===== src/rtl/adders_pkg.sv =====
// Shared definitions for the adder-based datapath blocks: multiplier FSM
// encoding and radix-2 Booth decode patterns.
package adders_pkg;

   typedef enum logic [1:0] {
      IDLE = 2'd0,
      CALC = 2'd1,
      DONE = 2'd2
   } state_e;

   // {Q[0], Qm1} patterns; every other pattern adds zero
   localparam logic [1:0] BOOTH_ADD = 2'b01;
   localparam logic [1:0] BOOTH_SUB = 2'b10;

endpackage


===== src/rtl/seq_multiplier_if.sv =====
// Start/ready request and done/product response bundle of seq_multiplier.
interface seq_multiplier_if #(parameter int WIDTH = 16);
   logic                 Start_i;
   logic [WIDTH-1:0]     Number1_i;
   logic [WIDTH-1:0]     Number2_i;
   logic                 Ready_o;
   logic                 Done_o;
   logic [2*WIDTH-1:0]   Product_o;

   modport master (output Start_i, Number1_i, Number2_i,
                   input  Ready_o, Done_o, Product_o);
   modport slave  (input  Start_i, Number1_i, Number2_i,
                   output Ready_o, Done_o, Product_o);
endinterface


===== src/rtl/cla_adder.sv =====
// Parallel-prefix (Kogge-Stone) carry-lookahead adder with carry in/out.
module cla_adder #(
   parameter int WIDTH = 16
) (
   input  logic [WIDTH-1:0] Number1_i,
   input  logic [WIDTH-1:0] Number2_i,
   input  logic             Carry_i,
   output logic [WIDTH-1:0] Result_o,
   output logic             Carry_o
);
   localparam int LV = $clog2(WIDTH);

   logic [LV:0][WIDTH-1:0]   g;
   logic [LV-1:0][WIDTH-1:0] p;
   logic [WIDTH-1:0]         pb;
   logic [WIDTH:0]           c;

   assign pb   = Number1_i ^ Number2_i;
   assign p[0] = pb;
   // Carry-in folded into bit 0 so every prefix generate is a true carry out
   assign g[0] = (Number1_i & Number2_i) | {{(WIDTH-1){1'b0}}, pb[0] & Carry_i};

   for (genvar k = 0; k < LV; k++) begin : g_lvl
      for (genvar i = 0; i < WIDTH; i++) begin : g_bit
         if (i >= (1 << k)) begin : g_mrg
            assign g[k+1][i] = g[k][i] | (p[k][i] & g[k][i-(1<<k)]);
            if (k + 1 < LV) begin : g_p
               assign p[k+1][i] = p[k][i] & p[k][i-(1<<k)];
            end
         end else begin : g_pass
            assign g[k+1][i] = g[k][i];
            if (k + 1 < LV) begin : g_p
               assign p[k+1][i] = p[k][i];
            end
         end
      end
   end

   assign c[0]       = Carry_i;
   assign c[WIDTH:1] = g[LV];
   assign Result_o   = pb ^ c[WIDTH-1:0];
   assign Carry_o    = c[WIDTH];
endmodule


===== src/rtl/seq_multiplier.sv =====
// Shift-and-add multiplier, one cla_adder step per clock, WIDTH steps per product.
// SEQ_MULT_SIGNED_EN selects two's-complement radix-2 Booth operation.
module seq_multiplier
   import adders_pkg::*;
#(
   parameter int WIDTH = 16
) (
   input  logic            Clk_i,
   input  logic            Rst_i,
   seq_multiplier_if.slave bus
);
   localparam int CW = $clog2(WIDTH) + 1;
`ifdef SEQ_MULT_SIGNED_EN
   localparam int AW = WIDTH + 1;
`else
   localparam int AW = WIDTH;
`endif

   state_e             state_q, state_d;
   logic [WIDTH-1:0]   m_q, m_d;
   logic [AW-1:0]      acc_q, acc_d;
   logic [WIDTH-1:0]   q_q, q_d;
   logic [CW-1:0]      cnt_q, cnt_d;
   logic [2*WIDTH-1:0] prod_q, prod_d;

   logic [AW-1:0]      add_b, sum, acc_nxt;
   logic               add_cin, add_co;
   logic [WIDTH-1:0]   q_nxt;
   logic [2*WIDTH-1:0] prod_nxt;

`ifdef SEQ_MULT_SIGNED_EN
   logic               qm1_q, qm1_d;
   logic [AW-1:0]      m_ext;

   assign m_ext = {m_q[WIDTH-1], m_q};

   always_comb begin
      add_b   = '0;
      add_cin = 1'b0;
      case ({q_q[0], qm1_q})
         BOOTH_ADD: add_b = m_ext;
         BOOTH_SUB: begin
            add_b   = ~m_ext;
            add_cin = 1'b1;
         end
         default: ;
      endcase
   end

   // Arithmetic shift: the extra ACC bit keeps the sign of -M for M = min value
   assign acc_nxt  = {sum[AW-1], sum[AW-1:1]};
   assign q_nxt    = {sum[0], q_q[WIDTH-1:1]};
   assign prod_nxt = {acc_nxt[WIDTH-1:0], q_nxt};
`else
   assign add_b    = q_q[0] ? m_q : '0;
   assign add_cin  = 1'b0;
   assign acc_nxt  = {add_co, sum[AW-1:1]};
   assign q_nxt    = {sum[0], q_q[WIDTH-1:1]};
   assign prod_nxt = {acc_nxt, q_nxt};
`endif

   cla_adder #(.WIDTH(AW)) u_cla (
      .Number1_i (acc_q),
      .Number2_i (add_b),
      .Carry_i   (add_cin),
      .Result_o  (sum),
      .Carry_o   (add_co)
   );

   always_comb begin
      state_d = state_q;
      m_d     = m_q;
      acc_d   = acc_q;
      q_d     = q_q;
      cnt_d   = cnt_q;
      prod_d  = prod_q;
`ifdef SEQ_MULT_SIGNED_EN
      qm1_d   = qm1_q;
`endif
      case (state_q)
         IDLE: if (bus.Start_i) begin
            m_d     = bus.Number1_i;
            q_d     = bus.Number2_i;
            acc_d   = '0;
            cnt_d   = '0;
`ifdef SEQ_MULT_SIGNED_EN
            qm1_d   = 1'b0;
`endif
            state_d = CALC;
         end
         CALC: begin
            acc_d = acc_nxt;
            q_d   = q_nxt;
            cnt_d = cnt_q + 1'b1;
`ifdef SEQ_MULT_SIGNED_EN
            qm1_d = q_q[0];
`endif
            if (cnt_q == CW'(WIDTH - 1)) begin
               prod_d  = prod_nxt;
               state_d = DONE;
            end
         end
         DONE:    state_d = IDLE;
         default: state_d = IDLE;
      endcase
   end

   always_ff @(posedge Clk_i or posedge Rst_i) begin
      if (Rst_i) begin
         state_q <= IDLE;
         m_q     <= '0;
         acc_q   <= '0;
         q_q     <= '0;
         cnt_q   <= '0;
         prod_q  <= '0;
`ifdef SEQ_MULT_SIGNED_EN
         qm1_q   <= 1'b0;
`endif
      end else begin
         state_q <= state_d;
         m_q     <= m_d;
         acc_q   <= acc_d;
         q_q     <= q_d;
         cnt_q   <= cnt_d;
         prod_q  <= prod_d;
`ifdef SEQ_MULT_SIGNED_EN
         qm1_q   <= qm1_d;
`endif
      end
   end

   assign bus.Ready_o   = (state_q == IDLE);
   assign bus.Done_o    = (state_q == DONE);
   assign bus.Product_o = prod_q;
endmodule


===== src/flat_wrapper.sv =====
// flat-port wrapper written by rule: the top's interface ports become plain ports
module seq_multiplier_flat import adders_pkg::*;
#(
   parameter int WIDTH = 16
)
  (Clk_i, Rst_i, bus_Start_i, bus_Number1_i, bus_Number2_i, bus_Ready_o, bus_Done_o, bus_Product_o);
  seq_multiplier_if #(.WIDTH(WIDTH)) bus_i ();
  input  logic Clk_i;
  input  logic Rst_i;
  input wire logic [$bits(bus_i.Start_i)-1:0] bus_Start_i;
  input wire logic [$bits(bus_i.Number1_i)-1:0] bus_Number1_i;
  input wire logic [$bits(bus_i.Number2_i)-1:0] bus_Number2_i;
  output wire logic [$bits(bus_i.Ready_o)-1:0] bus_Ready_o;
  output wire logic [$bits(bus_i.Done_o)-1:0] bus_Done_o;
  output wire logic [$bits(bus_i.Product_o)-1:0] bus_Product_o;
  assign bus_i.Start_i = bus_Start_i;
  assign bus_i.Number1_i = bus_Number1_i;
  assign bus_i.Number2_i = bus_Number2_i;
  assign bus_Ready_o = bus_i.Ready_o;
  assign bus_Done_o = bus_i.Done_o;
  assign bus_Product_o = bus_i.Product_o;
  seq_multiplier #(.WIDTH(WIDTH)) u_core (.Clk_i(Clk_i), .Rst_i(Rst_i), .bus(bus_i));
endmodule

===== config.mk =====
export PLATFORM = sky130hd
export DESIGN_NAME = seq_multiplier_flat
export DESIGN_NICKNAME = d
export VERILOG_FILES = /design/src/rtl/adders_pkg.sv /design/src/rtl/seq_multiplier_if.sv /design/src/rtl/cla_adder.sv /design/src/rtl/seq_multiplier.sv /design/src/flat_wrapper.sv
export SDC_FILE = /design/constraint.sdc
export NUM_CORES = 1
export LEC_CHECK = 0
export ABC_AREA = 0
export CAP_MARGIN = 30
export CORE_AREA = 5 5 113 115
export CTS_CLUSTER_SIZE = 12
export DETAILED_ROUTE_END_ITERATION = 12
export DIE_AREA = 0 0 118 120
export PLACE_DENSITY = 0.58
export SYNTH_ARGS = -nofsm -noshare
export SYNTH_HDL_FRONTEND = slang
export SYNTH_SLANG_ARGS = --single-unit
export TNS_END_PERCENT = 1

===== constraint.sdc =====
create_clock -name Clk_i -period 3.1 [get_ports Clk_i]
set_input_delay 0.62 -clock Clk_i [delete_from_list [all_inputs] [get_ports Clk_i]]
set_output_delay 0.62 -clock Clk_i [all_outputs]
set_load 0.03 [all_outputs]

# Word-level counts from Yosys, hierarchy flattened
# Cells that the tools add are included.
# word_totals
out_inout_bits	34
register_bits	87
# op_classes
reduce_logical	6
mux	10
addsub	1
bitwise	135
eq_ne	5
# op_table
op	count
bitwise AND 1 bit	83
case mux 16 bit (2 select lines)	2
bitwise OR 1 bit	49
2-to-1 mux 16 bit	3
bitwise XOR 16 bit	2
bitwise AND 16 bit	1
case mux 5 bit (2 select lines)	1
AND reduction 2 bit	4
adder 5 x 1 -> 5 bit, second input constant	1
== test 5 x 4 -> 1 bit, second input constant	1
2-to-1 mux 5 bit	1
2-to-1 mux 2 bit	2
case mux 2 bit (2 select lines)	1
== test 2 x 1 -> 1 bit, second input constant	1
== test 2 bit, second input constant	1
logical NOT 2 bit	1
!= test 2 x 1 -> 1 bit, second input constant	1
!= test 2 bit, second input constant	1
nonzero test 2 bit	1

# Depth between registers and ports, before layout
# Gate-level depths: netlist (run 1).
# depth
depth_word	11
ltp_mapped	9
depth_no_buf	8

# Modules after synthesis
# Synthesis (run 1) repeated with hierarchy kept, for this count alone.
# unflattened
cells_unflattened	434
hier_area_um2	4345.4
# by_module_without_submodules
mod	cells_per_inst	area_each_um2	instances
seq_multiplier	329	3544.6	1
cla_adder	105	800.8	1

# Least setup slack after synthesis (run 1)
# No wires, ideal clock.
# synth_path
path_kind	reg2reg
from	reg u_core.q_q[0]
to	reg u_core.acc_q[11]
path_slack_ns	0.667
stages_incl_launch_ff	10
t_required_ns	3.005
arrival_time_ns	2.337
period_less_slack_ns	2.433
n_path_buf	1
path_cell_list	dfrtp_1 > clkbuf_1 > and2_1 > ha_1 > fa_1 > a21o_1 > a221oi_4 > nor2_2 > o21a_1 > o31ai_1
# synth_via
elab_chain_cells	11
# synth_rtl
element	line_no	source
start: declaration	seq_multiplier.sv:22	logic [WIDTH-1:0] q_q, q_d;
start signal: assignment	seq_multiplier.sv:123	q_q <= q_d;
2-to-1 mux 16 bit (*)	seq_multiplier.sv:55	assign add_b = q_q[0] ? m_q : '0;
bitwise XOR 16 bit or bitwise AND 16 bit (tied branches)	cla_adder.sv:18, cla_adder.sv:21	
bitwise AND 1 bit	cla_adder.sv:26	assign g[k+1][i] = g[k][i] | (p[k][i] & g[k][i-(1<<k)]);
bitwise OR 1 bit	cla_adder.sv:26	
bitwise AND 1 bit	cla_adder.sv:26	
bitwise OR 1 bit	cla_adder.sv:26	
bitwise AND 1 bit	cla_adder.sv:26	
bitwise OR 1 bit (2 in series)	cla_adder.sv:26	
bitwise XOR 16 bit (*)	cla_adder.sv:41	assign Result_o = pb ^ c[WIDTH-1:0];
case mux 16 bit (2 select lines) (*)	seq_multiplier.sv:80	case (state_q)
end signal: assignment	seq_multiplier.sv:112	acc_q <= '0;
end signal: assignment	seq_multiplier.sv:122	acc_q <= acc_d;
end: declaration	seq_multiplier.sv:21	logic [AW-1:0] acc_q, acc_d;
# Mark *: on every way between the ends. The rest lies on a longest branch, timed or not.
# A chain may end at the register's enable or synchronous reset.

# Worst setup path after layout (run 1)
# layout_path
from	reg u_core.q_q[0]
to	reg u_core.prod_q[27] (netlist: u_core.bus.Product_o[27])
# layout_via
elab_chain_cells	10
# layout_rtl
element	line_no	source
2-to-1 mux 16 bit (*)	seq_multiplier.sv:55	
bitwise XOR 16 bit or bitwise AND 16 bit (tied branches)	cla_adder.sv:18, cla_adder.sv:21	
bitwise AND 1 bit	cla_adder.sv:26	
bitwise OR 1 bit	cla_adder.sv:26	
bitwise AND 1 bit	cla_adder.sv:26	
bitwise OR 1 bit	cla_adder.sv:26	
bitwise AND 1 bit	cla_adder.sv:26	
bitwise OR 1 bit (2 in series)	cla_adder.sv:26	
bitwise XOR 16 bit (*)	cla_adder.sv:41	
end signal: assignment	seq_multiplier.sv:125	prod_q <= prod_d;
end: declaration	seq_multiplier.sv:24	logic [2*WIDTH-1:0] prod_q, prod_d;
# Marked as above.

==> impl_metrics.ini, run 1 <==
[grt]
grt_max_degree = 88
grt.total_usage_pct = 15.43
antenna_found_initial = 0
overflow = 0
grt_pass1_wl_mm = 18.03
grt_pass1_vias = 3539

[timing]
layout_min_cycle_time_ns = 2.622
fmax_ghz = 0.3814
hold_viol_final = 0
post-route-period-util_pct = 84.57
max_slew_margin_pct = 61.03
fin_tns_setup_ns = 0
tightest_slew_ns = 0.5845
timing.final.ws_setup_ns = 0.4783
rsz0062_at_grt = no
slew_violations = 0
skew_ns = 0.008202
setup_viol = 0

[logic_synthesis]
ys_seq_area_share_pct = 50.58
synth.cell_area_um2 = 4304
synth_edf_count = 0
yosysUniqueCellTypes = 41
syn_nets = 501
postSynthCellCount = 447
synth_seq_cells = 87
synthFlopType = dfrtp_1
postSynthAreaPerCell_um2 = 9.629
ys.warnings.count = 0
synthArstFlopShare_pct = 100.0

[setup_path]
cp.required_ns = 3.34
startpoint_type = flop
path_max_fanout = 17
worst-setup-path-type = flop to flop
arrival_ns = 2.87
worst_setup_path_end_kind = flop

[cts]
cts-root-buf = clkbuf_16
path_clk_slew_ns = 0.07
clk_path_buf_depth = 2
cts_htree_levels = 3
cts_buffers = 9
cts_tree = yes
ctsHoldBuffers = 0
cts_setup_buffers = 0
cts_resized = 0
insertion_delay_ns = 0.34
cts_sinks = 87

[drt]
ant_nets = 0
first_iter_violations = 173
drt-wirelength-per-cell_um = 15.52
drc = 0
vias = 3408
drt-total-wl_mm = 10.29
drt-pass1-iter-count = 5
viasPerCell = 5.140

[layout]
nNetsFinal = 565
final_cell_mix = 87 x dfrtp_1, 85 x nand2_1, 68 x clkdlybuf4s50_1, 38 x nor2_1, 31 x o21ai_0
drive_above_1_share_pct = 10.08
synthToLayoutAreaGrowth_pct = 27.21
final_common_cell = dfrtp_1
num_antenna_cells = 0

[status]
status = finished, final reports clean

[job]
cap_viol_max_count = 0

[placed_design]
gp_congestion = 0.8920
hpwl_mm = 7.401
preCtsSetupSlack_ns = 0.4873
io_buffers = 68

[die]
initial_core_util_pct = 36.75
die_y_um = 120
fp-row-count = 40
num_io_pins = 69
die_area_um2 = 14160
die-width_um = 118
coreArea_um2 = 11710

[pwr]
p_leak_uw = 0.002367
ir_drop_mv = 0.4933
power_density_nw_per_um2 = 1252

[min_path]
min_path_type = flop to flop
## power by group
| group | internal (uW) | total [uW] | switching [uW] |
|---|---|---|---|
| registers | 1690 | 2030 | 338 |
| clock network | 734 | 1190 | 456 |
| logic | 1500 | 3640 | 2140 |
| total | 3920 | 6860 | 2930 |
## registers in the layout (all words and copies together) (netlist names)
signal and count:
u_core.cnt_q 5, u_core.state_q 2, u_core.acc_q 16, u_core.bus.Product_o 32, u_core.q_q 16, u_core.m_q 16
## worst max-delay path: stages, from the launching register on
cell      delay, ns
dfrtp_1        0.52
and2_1         0.21
ha_1           0.22
fa_1           0.43
a21o_1         0.21
a221oi_4       0.35
nor2_2         0.15
o21a_1         0.21
o31ai_1        0.22
## kinds of logic after synthesis
logic type,after synthesis,share of synthesized area (%)
buffers and inverters,28,2.849
muxes,17,4.419
adders and majority gates,19,5.698
AOI/OAI and AO/OA,93,14.48
DFF,87,50.58
xor gates and xnor gates,9,1.831
and+or+nand+nor,194,20.15
## layer usage
metal  track usage [%]  up-vias  routed length [um]
li1                  -     1688                   -
met4             6.237        0                 183
met1             22.40     1634                5116
met3             2.639       14                 413
met5                 0        -                   0
met2             22.84       72                4578
## through the flow
stage | std cells | hold WS [ns] | util [%] | cell area (um^2) | total power (uW)
final | 663 | 0.4711 | 46.75 | 5475 | 6856
after global routing | 663 | 0.5006 | 46.75 | 5475 | 7444
after CTS | 663 | 0.4794 | 46.75 | 5475 | 6902
after detailed placement | 647 | 0.4628 | 43.93 | 5145 | 5686
after global placement | 647 | 0.4604 | 43.93 | 5145 | 5588
after floorplan | 447 | 0.4494 | - | 4304 | 4624
## Yosys cell counts, types with 2 or more instances
cell type | number | area share (%)
a211o_1 | 4 | 0.81
a211oi_2 | 2 | 0.58
a21o_1 | 4 | 0.70
a21oi_1 | 15 | 1.7
a31oi_1 | 3 | 0.44
and2_1 | 16 | 2.3
and3_1 | 5 | 0.73
buf_2 | 5 | 0.58
clkbuf_1 | 17 | 1.5
dfrtp_1 | 87 | 51
ha_1 | 18 | 5.2
inv_1 | 4 | 0.35
mux2_2 | 16 | 4.2
nand2_1 | 85 | 7.4
nand3_1 | 27 | 3.1
nand3b_1 | 3 | 0.52
nand4_1 | 5 | 0.73
nor2_1 | 38 | 3.3
nor2b_1 | 2 | 0.29
nor3_1 | 9 | 1.0
o21a_1 | 5 | 0.87
o21ai_0 | 31 | 3.6
o21ai_1 | 2 | 0.23
o22ai_1 | 16 | 2.3
o31ai_1 | 4 | 0.70
o31ai_2 | 2 | 0.58
xnor2_1 | 5 | 1.0
xor2_1 | 4 | 0.81
## worst paths after layout
path	start	end	slack, ns	depth (start not counted)
max	u_core.q_q[0]	u_core.bus.Product_o[27]	0.48	8
min	u_core.bus.Product_o[13]	u_core.bus.Product_o[13]	0.47	2
max reg2reg	u_core.q_q[0]	u_core.bus.Product_o[27]	0.48	8
min reg2reg	u_core.bus.Product_o[13]	u_core.bus.Product_o[13]	0.47	2
max in group asynchronous	Rst_i	u_core.bus.Product_o[14]	2.00	3
min in group asynchronous	Rst_i	u_core.bus.Product_o[8]	0.70	3
## cell type report
class	instances	area (um^2)
fill	1139	6236
sequential	87	2177
multi-input combinational	332	2007
timing repair buffer	77	760.7
clock buffer	10	239.0
tap	147	183.9
clock inverter	6	91.34
inverter	4	16.27
(Power assumes the default switching activity.)
==> run 2, diff against run 1 <==
==> constraint.sdc (replaced) <==
create_clock -name Clk_i -period 2.7 [get_ports Clk_i]
set_input_delay 0.54 -clock Clk_i [delete_from_list [all_inputs] [get_ports Clk_i]]
set_output_delay 0.54 -clock Clk_i [all_outputs]
set_load 0.03 [all_outputs]
==> run 2 against run 1 <==
  * Setup slack got worse by 0.33 ns
  * Global-route usage fell by 0.25 points
  * First-iteration DRC count rose by 12%
  * Sequential power rose by 14%
  * Combinational power rose by 16%
  * Via count barely moved
  * Sequential share of layout area fell by 0.11 points
  * Register-to-register slack got worse by 0.33 ns
  * Critical path depth did not move
  * Routed wire length fell by 1.6%
  * Final area rose by 0.27%
==> impl_metrics.ini, run 2 (same netlist as run 1, synthesis figures left out) <==
[status]
status = finished, final reports clean

[min_path]
min_path_type = flop to flop
min_path_cells = 2
whs_endpoint = u_core.bus.Product_o[13]
holdCritStartpoint = u_core.bus.Product_o[13]

[layout]
synthToLayoutAreaGrowth_pct = 27.56
nNetsFinal = 568
final_common_cell = dfrtp_1
largest_register_ffs = 32
final_cell_mix = 87 x dfrtp_1, 85 x nand2_1, 68 x clkdlybuf4s50_1, 38 x nor2_1, 31 x o21ai_0
num_antenna_cells = 0
drive_above_1_share_pct = 10.60

[cts]
path_clk_slew_ns = 0.06
cts_buffers = 9
clk_path_buf_depth = 2
ctsHoldBuffers = 0
cts_resized = 0
cts_sinks = 87
cts-root-buf = clkbuf_16
insertion_delay_ns = 0.34
cts_setup_buffers = 0
cts_htree_levels = 3
cts_tree = yes

[drt]
drt-pass1-iter-count = 4
vias = 3411
drc = 0
first_iter_violations = 194
viasPerCell = 5.122
drt-total-wl_mm = 10.12
ant_nets = 0
drt-wirelength-per-cell_um = 15.20

[setup_path]
rrSetupSlack_ns = 0.15
r2r_cells = 8
startpoint_type = flop
critical_path_buf_inv_count = 0
r2r_end = u_core.acc_q[11]
slowest_delay_ns = 0.44
cp_cell_sequence = and2_1 > ha_1 > fa_1 > a21o_1 > a221oi_4 > nor2_2 > o21a_1 > o31ai_1
r2r_start = u_core.q_q[0]
worst_setup_path_end_kind = flop
cpMaxStageDelayCell = dfrtp_1
path_max_fanout = 7
worst-setup-path-type = flop to flop
arrival_ns = 2.80
cpLargestDelayFamily = compound AO/OA/AOI/OAI gates
crit_start = u_core.q_q[0]
cp.required_ns = 2.95

[grt]
grt.total_usage_pct = 15.18
busiest_layer = met2
grt_pass1_vias = 3419
use_met3_pct = 2.969
overflow = 0
antenna_found_initial = 0
grt_max_degree = 88
use_met2_pct = 22.45
grtUsageMet1_pct = 21.52
grt_pass1_wl_mm = 17.44

[die]
die-width_um = 118
num_io_pins = 69
initial_core_util_pct = 36.75
die_area_um2 = 14160
fp-row-count = 40
coreArea_um2 = 11710
die_y_um = 120

[timing]
tightest_slew_ns = 0.5470
layout_min_cycle_time_ns = 2.547
setup_viol = 0
slew_violations = 0
fmax_ghz = 0.3926
post-route-period-util_pct = 94.33
rsz0062_at_grt = no
hold_viol_final = 0
fin_tns_setup_ns = 0
max_slew_margin_pct = 63.31
skew_ns = 0.005605

[pwr]
ir_drop_mv = 0.6098
total_power_uw = 7874
p_leak_uw = 0.002370
power_density_nw_per_um2 = 1434

[placed_design]
gp_congestion = 0.8784
io_buffers = 68
hpwl_mm = 7.378

[job]
cap_viol_max_count = 0
==> run 2: changes by cell type in the layout (fill, tap and decap cells not counted) <==
cell	delta
clkinvlp_4	+2
buf_4	+3
clkinv_4	-1
clkbuf_8	-1
==> run 2: worst register-to-register path, stage by stage (launching register included) <==
cell      delay [ns]
dfrtp_1         0.44
and2_1          0.17
ha_1            0.22
fa_1            0.43
a21o_1          0.22
a221oi_4        0.37
nor2_2          0.16
o21a_1          0.22
o31ai_1         0.23
==> run 2: how the worst max path moves through the flow <==
stage / endpoint / slack, ns / cells after the start
3_3_place_gp: u_core.bus.Product_o[27] / 0.28 / 8
6_report: u_core.acc_q[11] / 0.15 / 8
4_1_cts: u_core.acc_q[11] / 0.16 / 8
2_1_floorplan: u_core.acc_q[11] / 0.27 / 9
5_1_grt: u_core.acc_q[11] / 0.02 / 8
3_5_place_dp: u_core.acc_q[11] / 0.20 / 8
==> run 2: cell type report <==
type,instances,area [um^2]
fillers,1130,6221
flip-flops and latches,87,2177
multi-input cells,332,2007
repair buffers,80,783.3
clock buffers,9,225.2
well taps,147,183.9
clock inverters,7,95.09
inverters,4,18.77
==> run 2: metrics by stage <==
stage / setup slack [ns] / hold slack (ns) / cells / utilization, % / cell area, um^2
floorplan: 0.2674 / 0.4494 / 447 / - / 4308
global placement: 0.2815 / 0.4590 / 650 / 44.15 / 5170
detailed placement: 0.2041 / 0.4660 / 650 / 44.15 / 5170
CTS: 0.1616 / 0.4823 / 666 / 46.88 / 5490
global route: 0.02110 / 0.5059 / 666 / 46.88 / 5490
finish: 0.1530 / 0.4729 / 666 / 46.88 / 5490
==> run 2: power by group <==
part | leakage (uW) | internal (uW) | switching [uW]
registers | 0.00101 | 1940 | 375
logic | 0.00120 | 1740 | 2480
clock network | 0.000156 | 813 | 527
total | 0.00237 | 4500 | 3380
==> run 2: per-layer routing <==
metal,wire (um),share of wire (%)
met4,207,2.0
met3,422,4.2
met5,0,0
met1,4869,48
met2,4624,46
==> run 3, diff against run 2 <==
--- a/config.mk
+++ b/config.mk
@@ -11,7 +11,6 @@
 export CTS_CLUSTER_SIZE = 12
 export DETAILED_ROUTE_END_ITERATION = 12
 export DIE_AREA = 0 0 118 120
-export PLACE_DENSITY = 0.58
 export SYNTH_ARGS = -nofsm -noshare
 export SYNTH_HDL_FRONTEND = slang
 export SYNTH_SLANG_ARGS = --single-unit
==> run 3 against run 2 <==
  * Sequential power about the same
  * Final area shrank 0.18%
  * Register-to-register slack improved by 0.06 ns
  * Power fell by 2.5%
  * Die area unchanged
  * Largest cell class unchanged
  * Cell count down 0.30%
  * Clock power fell by 15%
==> impl_metrics.ini, run 3 (same netlist as run 1, synthesis figures left out) <==
[timing]
slew_violations = 0
fin_tns_setup_ns = 0
layout_min_cycle_time_ns = 2.484
hold_viol_final = 0
rsz0062_at_grt = no
skew_ns = 0.006704
tightest_slew_ns = 0.6660
max_slew_margin_pct = 55.60
setup_viol = 0
whs_ns = 0.4708
fmax_ghz = 0.4025
post-route-period-util_pct = 92.01

[cts]
cts_setup_buffers = 0
cts_htree_levels = 3
insertion_delay_ns = 0.33
cts_sinks = 87
cts-root-buf = clkbuf_16
ctsHoldBuffers = 0
path_clk_slew_ns = 0.06
cts_resized = 0
clk_path_buf_depth = 2
cts_buffers = 9
cts_tree = yes

[setup_path]
worst-setup-path-type = flop to flop
arrival_ns = 2.72
cp.required_ns = 2.94
worst_setup_path_end_kind = flop
path_max_fanout = 7
startpoint_type = flop

[pwr]
internal_power_uw = 4343
p_sw_share_pct = 43.41
pwr-share-seq_pct = 30.1
pwr-share-comb_pct = 55.0
ir_drop_mv = 0.7624
clockPowerShare_pct = 14.8
power_density_nw_per_um2 = 1400
p_leak_uw = 0.002366
switchingPower_uw = 3332

[drt]
viasPerCell = 5.123
vias = 3402
drt-pass1-iter-count = 4
drc = 0
drt-total-wl_mm = 10.21
first_iter_violations = 147
ant_nets = 0
drt-wirelength-per-cell_um = 15.38

[grt]
grt_max_degree = 48
grt_pass1_wl_mm = 17.36
grt.total_usage_pct = 15.01
overflow = 0
antenna_found_initial = 0
grt_pass1_vias = 3359

[die]
die-width_um = 118
die_area_um2 = 14160
initial_core_util_pct = 36.75
fp-row-count = 40
num_io_pins = 69
die_y_um = 120
coreArea_um2 = 11710

[job]
cap_viol_max_count = 0

[placed_design]
gp_congestion = 0.8416
hpwl_mm = 7.413
io_buffers = 68

[status]
status = finished, final reports clean

[layout]
final_cell_mix = 87 x dfrtp_1, 85 x nand2_1, 68 x clkdlybuf4s50_1, 38 x nor2_1, 31 x o21ai_0
final_common_cell = dfrtp_1
drive_above_1_share_pct = 10.25
fill_cells = 1155
synthToLayoutAreaGrowth_pct = 27.33
largest_register_ffs = 32
num_antenna_cells = 0
nNetsFinal = 566

[min_path]
min_path_type = flop to flop
run 3: cell types whose count changed in the layout (fill, tap and decap cells not counted), sizes merged:
cell	change
inv	-2
clkinv	+3
bufinv	-2
buf	-2
clkbuf	+1
run 3: worst max-delay path: stages, from the launching register on:
cell	delay, ns
dfrtp_1	0.43
and2_1	0.16
ha_1	0.23
fa_1	0.43
a21o_1	0.22
a221oi_4	0.35
nor2_2	0.14
o21a_1	0.20
o31ai_1	0.22
run 3: power groups by stage:
stage | Clock, uW | Combinational [uW] | Sequential, uW
finish | 1140 | 4220 | 2310
global route | 1230 | 4690 | 2390
CTS | 1170 | 4240 | 2310
detailed placement | 0 | 4220 | 2330
global placement | 0 | 4150 | 2320
floorplan | 0 | 2720 | 2590
run 3: final timing paths:
check / from / end / slack (ns) / cells after the start
setup / recovery: u_core.q_q[0] / u_core.bus.Product_o[27] / 0.22 / 8
hold / removal: u_core.bus.Product_o[15] / u_core.bus.Product_o[15] / 0.47 / 2
setup reg to reg: u_core.q_q[0] / u_core.bus.Product_o[27] / 0.22 / 8
hold reg to reg: u_core.bus.Product_o[15] / u_core.bus.Product_o[15] / 0.47 / 2
max in group asynchronous: Rst_i / u_core.m_q[5] / 1.49 / 3
min in group asynchronous: Rst_i / u_core.q_q[12] / 0.62 / 2
run 3: cell type report:
class | count | area [um^2] | area share [%]
timing repair buffer | 78 | 818.3 | 14.93
sequential | 87 | 2177 | 39.73
clock buffer | 10 | 239.0 | 4.361
clock inverter | 6 | 36.28 | 0.6621
tap | 147 | 183.9 | 3.356
multi-input combinational | 332 | 2007 | 36.62
inverter | 4 | 18.77 | 0.3425
run 3: metal layers:
metal / share of wire [%] / global-route usage, % / up-vias
met2: 45 / 22.98 / 82
li1: - / - / 1701
met1: 49 / 21.13 / 1607
met4: 2.0 / 6.810 / 0
met3: 3.8 / 2.074 / 12
met5: 0 / 0 / -
run 3: metrics by stage:
stage          instances  cell area (um^2)  util (%)  total power, uW  setup WS [ns]
3_3_place_gp         648              5205     44.44             6466         0.2873
5_1_grt              664              5480     46.79             8314        0.05025
4_1_cts              664              5480     46.79             7731         0.1972
6_report             664              5480     46.79             7675         0.2157
3_5_place_dp         648              5205     44.44             6553         0.2257
2_1_floorplan        447              4308         -             5310         0.2674
